## src/rtl/nn_mat_pkg.sv

```systemverilog
// Shared definitions for the 2x2 matrix stream controller: FSM states,
// element count and default parameter values.
`timescale 1ns/1ps
package nn_mat_pkg;

  // Controller phases, in the order a frame walks through them.
  typedef enum logic [2:0] {
    ST_LOAD  = 3'd0,
    ST_START = 3'd1,
    ST_WAIT  = 3'd2,
    ST_ACK   = 3'd3,
    ST_DRAIN = 3'd4
  } state_e;

  localparam int N_ELEM      = 4;
  localparam int DEF_WIDTH   = 8;
  localparam int DEF_RES_W   = 64;
  localparam int DEF_TIMEOUT = 64;

endpackage

```

## src/rtl/mat_stream_ctrl.sv

```systemverilog
// Stream sequencer for the 2x2 matrix multiply-chain engine.
// Packs four input elements into the engine operand, runs the engine's
// start/done/done_ack handshake, then replays the four result elements.
// Optional engine watchdog: define MAT_CTRL_TIMEOUT_EN.
//
// Handshakes: a beat transfers on a rising clk edge where valid and ready
// are both high. The controller never withdraws m_valid or changes m_data
// until m_ready accepts the beat; s_ready is a pure decode of the LOAD state.
// Engine side: mm_start is a one-cycle pulse; mm_done is a level held by the
// engine until it sees mm_done_ack, which we keep high until mm_done drops.
`timescale 1ns/1ps
module mat_stream_ctrl
  import nn_mat_pkg::*;
#(
  parameter int WIDTH          = DEF_WIDTH,
  parameter int RES_W          = DEF_RES_W,
  parameter int TIMEOUT_CYCLES = DEF_TIMEOUT
) (
  input  logic                      clk,
  input  logic                      reset,
  input  logic [WIDTH-1:0]          s_data,
  input  logic                      s_valid,
  output logic                      s_ready,
  output logic [WIDTH-1:0]          m_data,
  output logic                      m_valid,
  input  logic                      m_ready,
  output logic [N_ELEM*WIDTH-1:0]   mm_A,
  output logic                      mm_start,
  input  logic                      mm_done,
  output logic                      mm_done_ack,
  input  logic [RES_W-1:0]          mm_Res,
  output logic                      busy,
  output logic                      err,
  output logic [15:0]               frame_cnt,
  output logic [2:0]                state_dbg
);

  localparam int DW = N_ELEM * WIDTH;
  localparam logic [1:0] LAST_IDX = 2'(N_ELEM - 1);

  state_e          state_q, state_d;
  logic [DW-1:0]   a_q, a_d;
  logic [DW-1:0]   res_q, res_d;
  logic [1:0]      idx_q, idx_d;
  logic [15:0]     fcnt_q, fcnt_d;

`ifdef MAT_CTRL_TIMEOUT_EN
  logic [15:0]     to_cnt_q, to_cnt_d;
  logic            err_q, err_d;
  // Set when a timed-out frame is abandoned: START then skips the engine.
  logic            flush_q, flush_d;
`else
  // Result bits above the element field and the watchdog limit are not used.
  logic            unused_bits;
  assign unused_bits = ^{mm_Res[RES_W-1:DW], TIMEOUT_CYCLES[0]};
`endif

`ifdef MAT_CTRL_TIMEOUT_EN
  logic            unused_res;
  assign unused_res = ^mm_Res[RES_W-1:DW];
`endif

  // State and datapath registers; reset abandons any frame in flight.
  always_ff @(posedge clk or posedge reset) begin
    if (reset) begin
      state_q  <= ST_LOAD;
      a_q      <= '0;
      res_q    <= '0;
      idx_q    <= '0;
      fcnt_q   <= '0;
`ifdef MAT_CTRL_TIMEOUT_EN
      to_cnt_q <= '0;
      err_q    <= 1'b0;
      flush_q  <= 1'b0;
`endif
    end else begin
      state_q  <= state_d;
      a_q      <= a_d;
      res_q    <= res_d;
      idx_q    <= idx_d;
      fcnt_q   <= fcnt_d;
`ifdef MAT_CTRL_TIMEOUT_EN
      to_cnt_q <= to_cnt_d;
      err_q    <= err_d;
      flush_q  <= flush_d;
`endif
    end
  end

  // Next-state, pack/unpack shifting and handshake outputs.
  always_comb begin
    state_d     = state_q;
    a_d         = a_q;
    res_d       = res_q;
    idx_d       = idx_q;
    fcnt_d      = fcnt_q;
    s_ready     = 1'b0;
    m_valid     = 1'b0;
    mm_start    = 1'b0;
    mm_done_ack = 1'b0;
`ifdef MAT_CTRL_TIMEOUT_EN
    to_cnt_d    = '0;
    err_d       = err_q;
    flush_d     = flush_q;
`endif
    case (state_q)
      ST_LOAD: begin
        s_ready = 1'b1;
        if (s_valid) begin
          // Row-major arrival: the first element ends up in the MSBs.
          a_d = {a_q[DW-WIDTH-1:0], s_data};
          if (idx_q == LAST_IDX) begin
            idx_d   = '0;
            state_d = ST_START;
          end else begin
            idx_d = idx_q + 2'd1;
          end
        end
      end
      ST_START: begin
        // A stale done (engine left in DONE) is acknowledged away first.
        if (mm_done) begin
          mm_done_ack = 1'b1;
        end else begin
`ifdef MAT_CTRL_TIMEOUT_EN
          if (flush_q) begin
            flush_d = 1'b0;
            state_d = ST_LOAD;
          end else begin
            mm_start = 1'b1;
            state_d  = ST_WAIT;
          end
`else
          mm_start = 1'b1;
          state_d  = ST_WAIT;
`endif
        end
      end
      ST_WAIT: begin
        if (mm_done) begin
          res_d   = mm_Res[DW-1:0];
          state_d = ST_ACK;
        end
`ifdef MAT_CTRL_TIMEOUT_EN
        else if (to_cnt_q == 16'(TIMEOUT_CYCLES - 1)) begin
          err_d   = 1'b1;
          flush_d = 1'b1;
          state_d = ST_START;
        end else begin
          to_cnt_d = to_cnt_q + 16'd1;
        end
`endif
      end
      ST_ACK: begin
        mm_done_ack = 1'b1;
        if (!mm_done) state_d = ST_DRAIN;
      end
      ST_DRAIN: begin
        m_valid = 1'b1;
        if (m_ready) begin
          res_d = res_q << WIDTH;
          if (idx_q == LAST_IDX) begin
            idx_d   = '0;
            fcnt_d  = fcnt_q + 16'd1;
            state_d = ST_LOAD;
          end else begin
            idx_d = idx_q + 2'd1;
          end
        end
      end
      default: state_d = ST_LOAD;
    endcase
  end

  assign m_data    = res_q[DW-1 -: WIDTH];
  assign mm_A      = a_q;
  assign busy      = (state_q != ST_LOAD);
  assign frame_cnt = fcnt_q;
  assign state_dbg = state_q;
`ifdef MAT_CTRL_TIMEOUT_EN
  assign err       = err_q;
`else
  assign err       = 1'b0;
`endif

endmodule

```

## config.mk

```make
export PLATFORM = sky130hd
export DESIGN_NAME = mat_stream_ctrl
export DESIGN_NICKNAME = d
export VERILOG_FILES = /design/src/rtl/nn_mat_pkg.sv /design/src/rtl/mat_stream_ctrl.sv
export SDC_FILE = /design/constraint.sdc
export NUM_CORES = 1
export LEC_CHECK = 0
export ABC_AREA = 1
export BUFFER_PORTS_ARGS = -buffer_cell sky130_fd_sc_hd__buf_2
export CAP_MARGIN = 20
export CORE_ASPECT_RATIO = 0.9
export CORE_MARGIN = 1
export CORE_UTILIZATION = 45
export DETAILED_ROUTE_END_ITERATION = 16
export PLACE_DENSITY = 0.73
export SLEW_MARGIN = 20
export SYNTH_ARGS = -nofsm -noshare
export SYNTH_HDL_FRONTEND = slang
export SYNTH_SLANG_ARGS = --single-unit
```

## constraint.sdc

```tcl
create_clock -name clk -period 4.4 [get_ports clk]
set_clock_uncertainty 0.2 [all_clocks]
set_input_delay 0.44 -clock clk [delete_from_list [all_inputs] [get_ports clk]]
set_output_delay 0.44 -clock clk [all_outputs]
set_load 0.1 [all_outputs]
```

# ---- After elaboration in Yosys (flattened, before gate mapping)
# Index checks and enable logic that the tools add are counted.
dict set report totals {
  ff_bits 85
  in_bits 77
  output_inout_bits 65
  elab_cells 49
}
dict set report classes {
  addsub 2
  eq_ne 12
  n_mux 21
  n_reduce_logical 9
}
# cell n
set ops {}
lappend ops {{two-way mux 32 bit} 2}
lappend ops {{case mux 32 bit (2 select lines)} 1}
lappend ops {{two-way mux 3 bit} 7}
lappend ops {{adder 16 x 1 -> 16 bit (second input constant)} 1}
lappend ops {{case mux 3 bit (5 select lines)} 1}
lappend ops {{inequality test 2 bit (second input constant)} 7}
lappend ops {{AND reduction 3 bit} 3}
lappend ops {{AND reduction 7 bit} 1}
lappend ops {{== test 3 x 2 -> 1 bit (second input constant)} 2}
lappend ops {{two-way mux 2 bit} 3}
lappend ops {{two-way mux 1 bit} 5}
lappend ops {{case mux 2 bit (2 select lines)} 1}
lappend ops {{nonzero test 2 bit} 2}
lappend ops {{== test 3 x 1 -> 1 bit (second input constant)} 1}
lappend ops {{== test 3 bit (second input constant)} 1}
lappend ops {{zero test 3 bit} 1}
lappend ops {{nonzero test 3 bit} 1}
lappend ops {{adder 2 x 1 -> 2 bit (second input constant)} 1}
lappend ops {{== test 2 bit (second input constant)} 1}
lappend ops {{case mux 1 bit (2 select lines)} 1}
lappend ops {{AND reduction 2 bit} 1}

# ---- Depth between registers and ports, before layout
# Gate-level depths: netlist (run 1).
dict set report depth {
  ltp_word 4
  ltp_mapped 9
  mapped_depth_nobuf 9
}

# ---- Worst setup path after synthesis (run 1)
# OpenSTA, ideal clock, no wires.
dict set report synth_path {
  path_type {reg2out}
  start {register state_q[0] (netlist: state_dbg[0])}
  end {output port mm_done_ack}
  arrival_time_ps 2671
  required_ps 3760
  setup_slack_ps 1089
  stages_incl_launch_ff 3
  path_buffers 0
  cell_sequence {dfrtp_1 -> nand2_1 -> a21oi_1}
}
dict set report synth_via {
  elab_chain_len 2
  elab_cells_between_ends 3
  cone_classes {eq/ne (2); mux (1)}
}
# element line
set synth_lines {}
lappend synth_lines {{from (decl)} mat_stream_ctrl.sv:41} ;# state_e state_q, state_d;
lappend synth_lines {{from (signal assigned)} mat_stream_ctrl.sv:77} ;# state_q <= state_d;
lappend synth_lines {{== test 3 x 2 -> 1 bit / == test 3 x 1 -> 1 bit (equally long branches)} mat_stream_ctrl.sv:106} ;# case (state_q)
lappend synth_lines {{case mux 1 bit (2 select lines) *} mat_stream_ctrl.sv:106}
lappend synth_lines {{to (decl)} mat_stream_ctrl.sv:30} ;# output logic mm_done_ack,
# Every way passes the cells marked *; elsewhere a longest branch is shown, timed or not.

# ---- Worst setup path in the final report (run 1)
dict set report layout_path {
  start {register state_q[1] (netlist: state_dbg[1])}
  end {output port m_valid}
}
dict set report layout_via {
  elab_chain_len 2
}
# element line
set layout_lines {}
lappend layout_lines {{== test 3 bit} mat_stream_ctrl.sv:106}
lappend layout_lines {{two-way mux 1 bit} mat_stream_ctrl.sv:106}
lappend layout_lines {{to (decl)} mat_stream_ctrl.sv:25} ;# output logic m_valid,
# Every way passes these cells.

==> reports/metrics.csv, run 1 <==
stage,metric,value,unit
min_path,hold_path_class,primary input to async pin,
routing,avgViaCountPerCell,4.64,
placed_design,dp_hpwl,5610,µm
placed_design,place.gp.congestion,0.796,
synth,synth_seq_cells,85,
routing,final_antenna_net_count,0,
placed_design,pre_cts_ws,1.68,ns
synth,yosys_warnings,0,
cts,hold_buffers,0,
worst_setup_path,cp-start-kind,register,
synth,yosys.area.top_type,dfrtp_1,
worst_setup_path,path_buf_inv,2,
synth,yosys.area.top_type_share,53.6,%
die,ioPinCount,142,
timing,slew_viol_final,0,
timing,hold_viol,0,
cells_and_area,seq_area,2130,µm²
cts,post_cts_buffers,0,
die,core,8570,µm²
die,die_width,101,µm
cells_and_area,multi_input_area,1460,µm²
synth,synth_nets,571,
timing,slew_headroom,43.2,%
timing,tns,0,ns
worst_setup_path,reg2regPathDepth,9,
routing,vias,3291,
die,die_h,91.1,µm
synth,yosysUniqueCellTypes,24,
worst_setup_path,critical_path.slowest_cell,nand2_2,
placed_design,dpl-instance-area,4500,µm²
global_route,grt_use_total,18.7,%
synth,synth_cells,492,
global_route,grt_pass1_wl,13700,µm
die,start_util,46.3,%
global_route,grt_pass1_vias,3044,
synth,synth-seq-area-share,53.6,%
worst_setup_path,critPathCaptureType,output pin,
global_route,antenna_found_initial,0,
worst_setup_path,critPathMaxStageDelay,0.63,ns
timing,setup_violations,0,
global_route,grt_max_degree,66,
cells_and_area,antenna_cells,0,
flow_run,maxCapViolCount,0,
status,status,"complete, no violations",
routing,firstDrtPassIters,4,
timing,tightest_slew,0.849,ns
cts,cts_resized,0,
worst_setup_path,worstPathArrival,2.46,ns
worst_setup_path,cp_cell_sequence,nor2_4 -> nand2_2 -> clkinv_1 -> buf_2,
global_route,use_met2,30.1,%
timing,fmax,322,MHz
cts,clock-sinks,85,
cts,cts_tree,done,
placed_design,port_buffers,108,
cts,cts_buffers,9,
cells_and_area,syn_to_final_growth,18.3,%
worst_setup_path,worstPathMaxFanout,51,
cells_and_area,nFillCells,887,
routing,drt_iter0_drc,148,
worst_setup_path,critPathTopFamily,buffers and inverters,
global_route,overflow,0,
worst_setup_path,critical_path_class,register to output pin,
worst_setup_path,critPathRequiredTime,3.76,ns
routing,wl,8080,µm
cells_and_area,drive_gt1_share,23.6,%
cells_and_area,final_area,4690,µm²
worst_setup_path,cp.depth,4,
synth,synth_area,3970,µm²
routing,wl_per_cell,11.4,µm
die,num_rows,32,
cts,htree_num_levels,3,
global_route,met3_usage,3.93,%
die,die_area,9200,µm²
cells_and_area,fin_nets,664,
timing,fin_ws,1.30,ns
cts,cts_root_buf,clkbuf_8,
global_route,gr-max-usage-layer,met2,
global_route,met1_usage,25.1,%
cts,clk_path_buf_depth,2,
cts,clk_latency,0.34,ns
synth,netlist_top_cells_area,"dfrtp_1 54%, nand2_1 16%, o21ai_0 6.1%",
timing,fin_crit_sh,70.5,%
routing,drc,0,
timing,rsz0062_at_grt,false,
cts,clkTransAtPathRegs,0.09,ns
synth,syn_area_per_cell,8.06,µm²
timing,period_minus_slack,3.10,ns
path summary, 6_finish.rpt:
check | start | to | slack [ns]
min reg2reg | res_q[28]$_DFFE_PP0P_ | res_q[28]$_DFFE_PP0P_ | 0.27
max reg2reg | state_dbg[1]$_DFFE_PP0P_ | res_q[4]$_DFFE_PP0P_ | 1.64
max in group asynchronous | reset | frame_cnt[13]$_DFFE_PP0P_ | 3.00
min | reset | res_q[30]$_DFFE_PP0P_ | 0.03
max | state_dbg[1]$_DFFE_PP0P_ | m_valid | 1.30
min in group clk | mm_Res[2] | res_q[2]$_DFFE_PP0P_ | 0.12
through the flow:
step / cells / util (%) / hold WS (ns)
after global placement: 693 / 52.5 / 0.249
after detailed placement: 693 / 52.5 / 0.257
after CTS: 709 / 54.7 / 0.0396
after global routing: 709 / 54.8 / 0.0858
after floorplan: 492 / - / 0.243
final: 709 / 54.8 / 0.0271
synthesized netlist by cell type:
cell / n
o21ai_1: 3
inv_2: 2
buf_2: 9
o21ai_0: 48
buf_6: 3
nand2_2: 1
dfrtp_1: 85
nand3b_1: 4
buf_1: 1
nand3_1: 15
xor2_1: 8
nor3_1: 2
a21oi_1: 17
ha_1: 2
inv_1: 54
clkbuf_1: 5
clkinv_1: 1
nor2_1: 38
nor2_4: 2
nand2_1: 172
nand4_1: 3
conb_1: 1
buf_4: 10
nand3_2: 6
cells by family after synthesis:
group	after synthesis	synth area share, %
AND/OR/NAND/NOR	243	25.5
buffers and inverters	85	9.84
flip-flops	85	53.6
AO/OA/AOI/OAI	68	8.58
XOR/XNOR	8	1.77
adder cells (fa/ha/maj)	2	0.631
other	1	0.0945
final cells by class:
cell class	count	share of cell area (%)
clock buffer	10	2.93
clock inverter	6	0.960
inverter	57	4.59
multi-input combinational	322	31.2
sequential	85	45.3
tap	119	3.17
timing repair buffer	110	11.8
per-layer routing:
layer | vias to the layer above | wire, µm
met5 | - | 0
met4 | 0 | 109
met3 | 10 | 319
met2 | 80 | 3730
met1 | 1499 | 3920
li1 | 1702 | -
cell usage in the layout, fill, tap and decap left out:
master,n
nand2_1,172
buf_2,108
dfrtp_1,85
inv_1,53
o21ai_0,48
nor2_1,38
a21oi_1,17
nand3_1,14
clkbuf_8,10
xor2_1,8
nand3_2,6
nand3b_1,4
nand4_1,3
o21ai_1,3
clkinv_2,3
nor2_4,2
nor3_1,2
inv_2,2
ha_1,2
inv_6,2
clkinv_4,2
buf_4,2
nand3_4,1
nand2_2,1
clkinv_1,1
conb_1,1
flip-flops by register name (all words and copies together) (netlist names):
name       count
frame_cnt     16
state_dbg      3
idx_q          2
res_q         32
mm_A          32
Power of run 1 is not shown: default switching activity piles up to over one toggle a cycle in this logic, so the estimate is an artifact.
==> run 2, diff against run 1 <==
--- a/config.mk
+++ b/config.mk
@@ -5,14 +5,14 @@
 export SDC_FILE = /design/constraint.sdc
 export NUM_CORES = 1
 export LEC_CHECK = 0
-export ABC_AREA = 1
+export ABC_AREA = 0
 export BUFFER_PORTS_ARGS = -buffer_cell sky130_fd_sc_hd__buf_2
 export CAP_MARGIN = 20
 export CORE_ASPECT_RATIO = 0.9
 export CORE_MARGIN = 1
-export CORE_UTILIZATION = 45
+export CORE_UTILIZATION = 44
 export DETAILED_ROUTE_END_ITERATION = 16
-export PLACE_DENSITY = 0.73
+export PLACE_DENSITY = 0.76
 export SLEW_MARGIN = 20
 export SYNTH_ARGS = -nofsm -noshare
 export SYNTH_HDL_FRONTEND = slang
==> constraint.sdc (replaced) <==
create_clock -name clk -period 2.6 [get_ports clk]
set_clock_uncertainty 0.2 [all_clocks]
set_input_delay 0.26 -clock clk [delete_from_list [all_inputs] [get_ports clk]]
set_output_delay 0.26 -clock clk [all_outputs]
set_load 0.1 [all_outputs]
==> run 2 against run 1 <==
Setup slack got worse by 1.1 ns. Synthesized area decreased by 7.7%. Sequential share of layout area decreased by 1.9 points.
==> reports/metrics.csv, run 2 <==
stage,metric,value,unit
status,status,"complete, no violations",
cts,cts_tree,done,
synth,synth_area,3660,µm²
worst_setup_path,critPathCaptureType,output pin,
worst_setup_path,worstPathArrival,1.99,ns
cells_and_area,final_area,4920,µm²
cells_and_area,final_common_cell,buf_2,
synth,synth-seq-area-share,58.1,%
synth,netlist_top_cells_area,"dfrtp_1 58%, mux2_2 11%, nand2_1 5.5%",
synth,synth_flop_cell,dfrtp_1,
cts,post_cts_buffers,0,
synth,synth_seq_cells,85,
synth,synth-edff-count,0,
synth,yosysUniqueCellTypes,31,
placed_design,dpl-instance-area,4300,µm²
cells_and_area,antenna_cells,0,
global_route,grt_max_degree,86,
routing,avgViaCountPerCell,5.01,
global_route,antenna_found_initial,0,
synth,yosys.area.top_type_share,58.1,%
synth,synth_nets,417,
cells_and_area,fin_nets,559,
min_path,min_path_cells,3,
synth,synthTopCellsByCount,"85 x dfrtp_1, 54 x nand2_1, 35 x mux2_2",
cts,htree_num_levels,3,
cells_and_area,drive_gt1_share,36.7,%
routing,firstDrtPassIters,6,
timing,period_minus_slack,2.45,ns
routing,wl_per_cell,14.2,µm
routing,drt_iter0_drc,146,
worst_setup_path,reg2regPathDepth,5,
routing,met1_length,3580,µm
synth,synth_most_common_cell,dfrtp_1,
synth,async_flop_share,100,%
routing,drc,0,
die,core,8070,µm²
worst_setup_path,cp-start-kind,register,
routing,vias,2925,
routing,final_antenna_net_count,0,
cts,cts_root_buf,clkbuf_8,
global_route,grt_use_total,19.8,%
routing,routed-wl-met2,4000,µm
routing,wl,8310,µm
routing,highest_layer,met4,
synth,yosys.area.top_type,dfrtp_1,
timing,setup_violations,0,
worst_setup_path,critical_path_class,register to output pin,
timing,hold_viol,0,
die,die_h,88.6,µm
synth,yosys_warnings,0,
timing,slew_headroom,65.5,%
min_path,hold_path_class,primary input to register,
die,ioPinCount,142,
die,start_util,45.4,%
die,die_area,8700,µm²
flow_run,maxCapViolCount,0,
global_route,overflow,0,
cts,cts_buffers,9,
placed_design,dp_hpwl,5030,µm
timing,fin_crit_sh,94.1,%
timing,fmax,409,MHz
synth,syn_area_per_cell,10.8,µm²
cts,clock-sinks,85,
die,num_rows,31,
timing,tightest_slew,0.521,ns
worst_setup_path,critPathRequiredTime,2.14,ns
synth,synth_cells,338,
timing,rsz0062_at_grt,false,
cts,clkTransAtPathRegs,0.09,ns
cells_and_area,final_cell_mix,"108 x buf_2, 82 x dfrtp_1, 54 x nand2_1",
cells_and_area,syn_to_final_growth,34.2,%
routing,wl_met3,430,µm
timing,slew_viol_final,0,
cts,clk_latency,0.36,ns
placed_design,port_buffers,108,
global_route,grt_pass1_wl,13200,µm
worst_setup_path,worstPathMaxFanout,11,
cts,clk_path_buf_depth,2,
global_route,grt_pass1_vias,2767,
placed_design,place.gp.congestion,0.734,
die,die_width,98.2,µm
==> run 2: routing by layer <==
layer	track usage, %	vias to the layer above
met5	0	-
li1	-	1412
met2	31.8	106
met1	24.8	1378
met4	11.0	0
met3	5.29	29
==> run 2: kinds of logic (layout without fill, tap and decap cells) <==
logic type	Yosys count	in the layout	synth area share, %
buffers and inverters	39	186	5.50
AOI/OAI and AO/OA	37	37	5.87
DFF	85	85	58.1
muxes	35	35	10.8
other	1	1	0.102
and+or+nand+nor	123	123	15.2
adders and majority gates	2	2	0.683
xor gates and xnor gates	16	16	3.83
==> run 2: worst paths after layout <==
| path | from | endpoint | slack [ns] |
|---|---|---|---|
| worst min-delay path | mm_done | state_dbg[2]$_DFFE_PP0P_ | 0.06 |
| max in group asynchronous | reset | state_dbg[1]$_DFFE_PP0P_ | 1.46 |
| worst max-delay path | state_dbg[1]$_DFFE_PP0P_ | m_valid | 0.15 |
| worst max register to register | state_dbg[1]$_DFFE_PP0P_ | frame_cnt[14]$_DFFE_PP0P_ | 0.26 |
| worst min register to register | frame_cnt[15]$_DFFE_PP0P_ | frame_cnt[15]$_DFFE_PP0P_ | 0.29 |
| min in group asynchronous | reset | frame_cnt[10]$_DFFE_PP0P_ | 0.36 |
==> run 2: stage by stage <==
step,cells,util (%),TNS [ns],hold WS (ns),setup WS (ns)
detailed placement,525,53.3,0,0.235,0.285
floorplan,338,-,-4.79,0.199,-0.167
CTS,584,60.9,0,0.0298,0.132
global placement,525,53.3,0,0.218,0.321
finish,584,60.9,0,0.0559,0.153
global route,584,60.9,0,0.0834,0.0786
==> run 2: worst max-delay path, cell delays in order, from the launching register on <==
cell	delay [ns]
dfrtp_4	0.55
or3b_1	0.50
clkinv_1	0.13
buf_2	0.46
==> run 2: final cells by class <==
| cell class | count | area, µm² |
|---|---|---|
| clock buffer | 10 | 138 |
| clock inverter | 6 | 51.3 |
| fill | 647 | 3150 |
| inverter | 12 | 48.8 |
| multi-input combinational | 214 | 1370 |
| sequential | 85 | 2130 |
| tap | 99 | 124 |
| timing repair buffer | 158 | 1050 |
==> run 2: what timing repair did <==
| action | CTS | global route |
|---|---|---|
| hold buffers | 43 | 0 |
| endpoints found under the hold margin | 126 | 0 |
| gates resized for setup | 0 | 0 |
Power of run 2 is left out for the same reason.
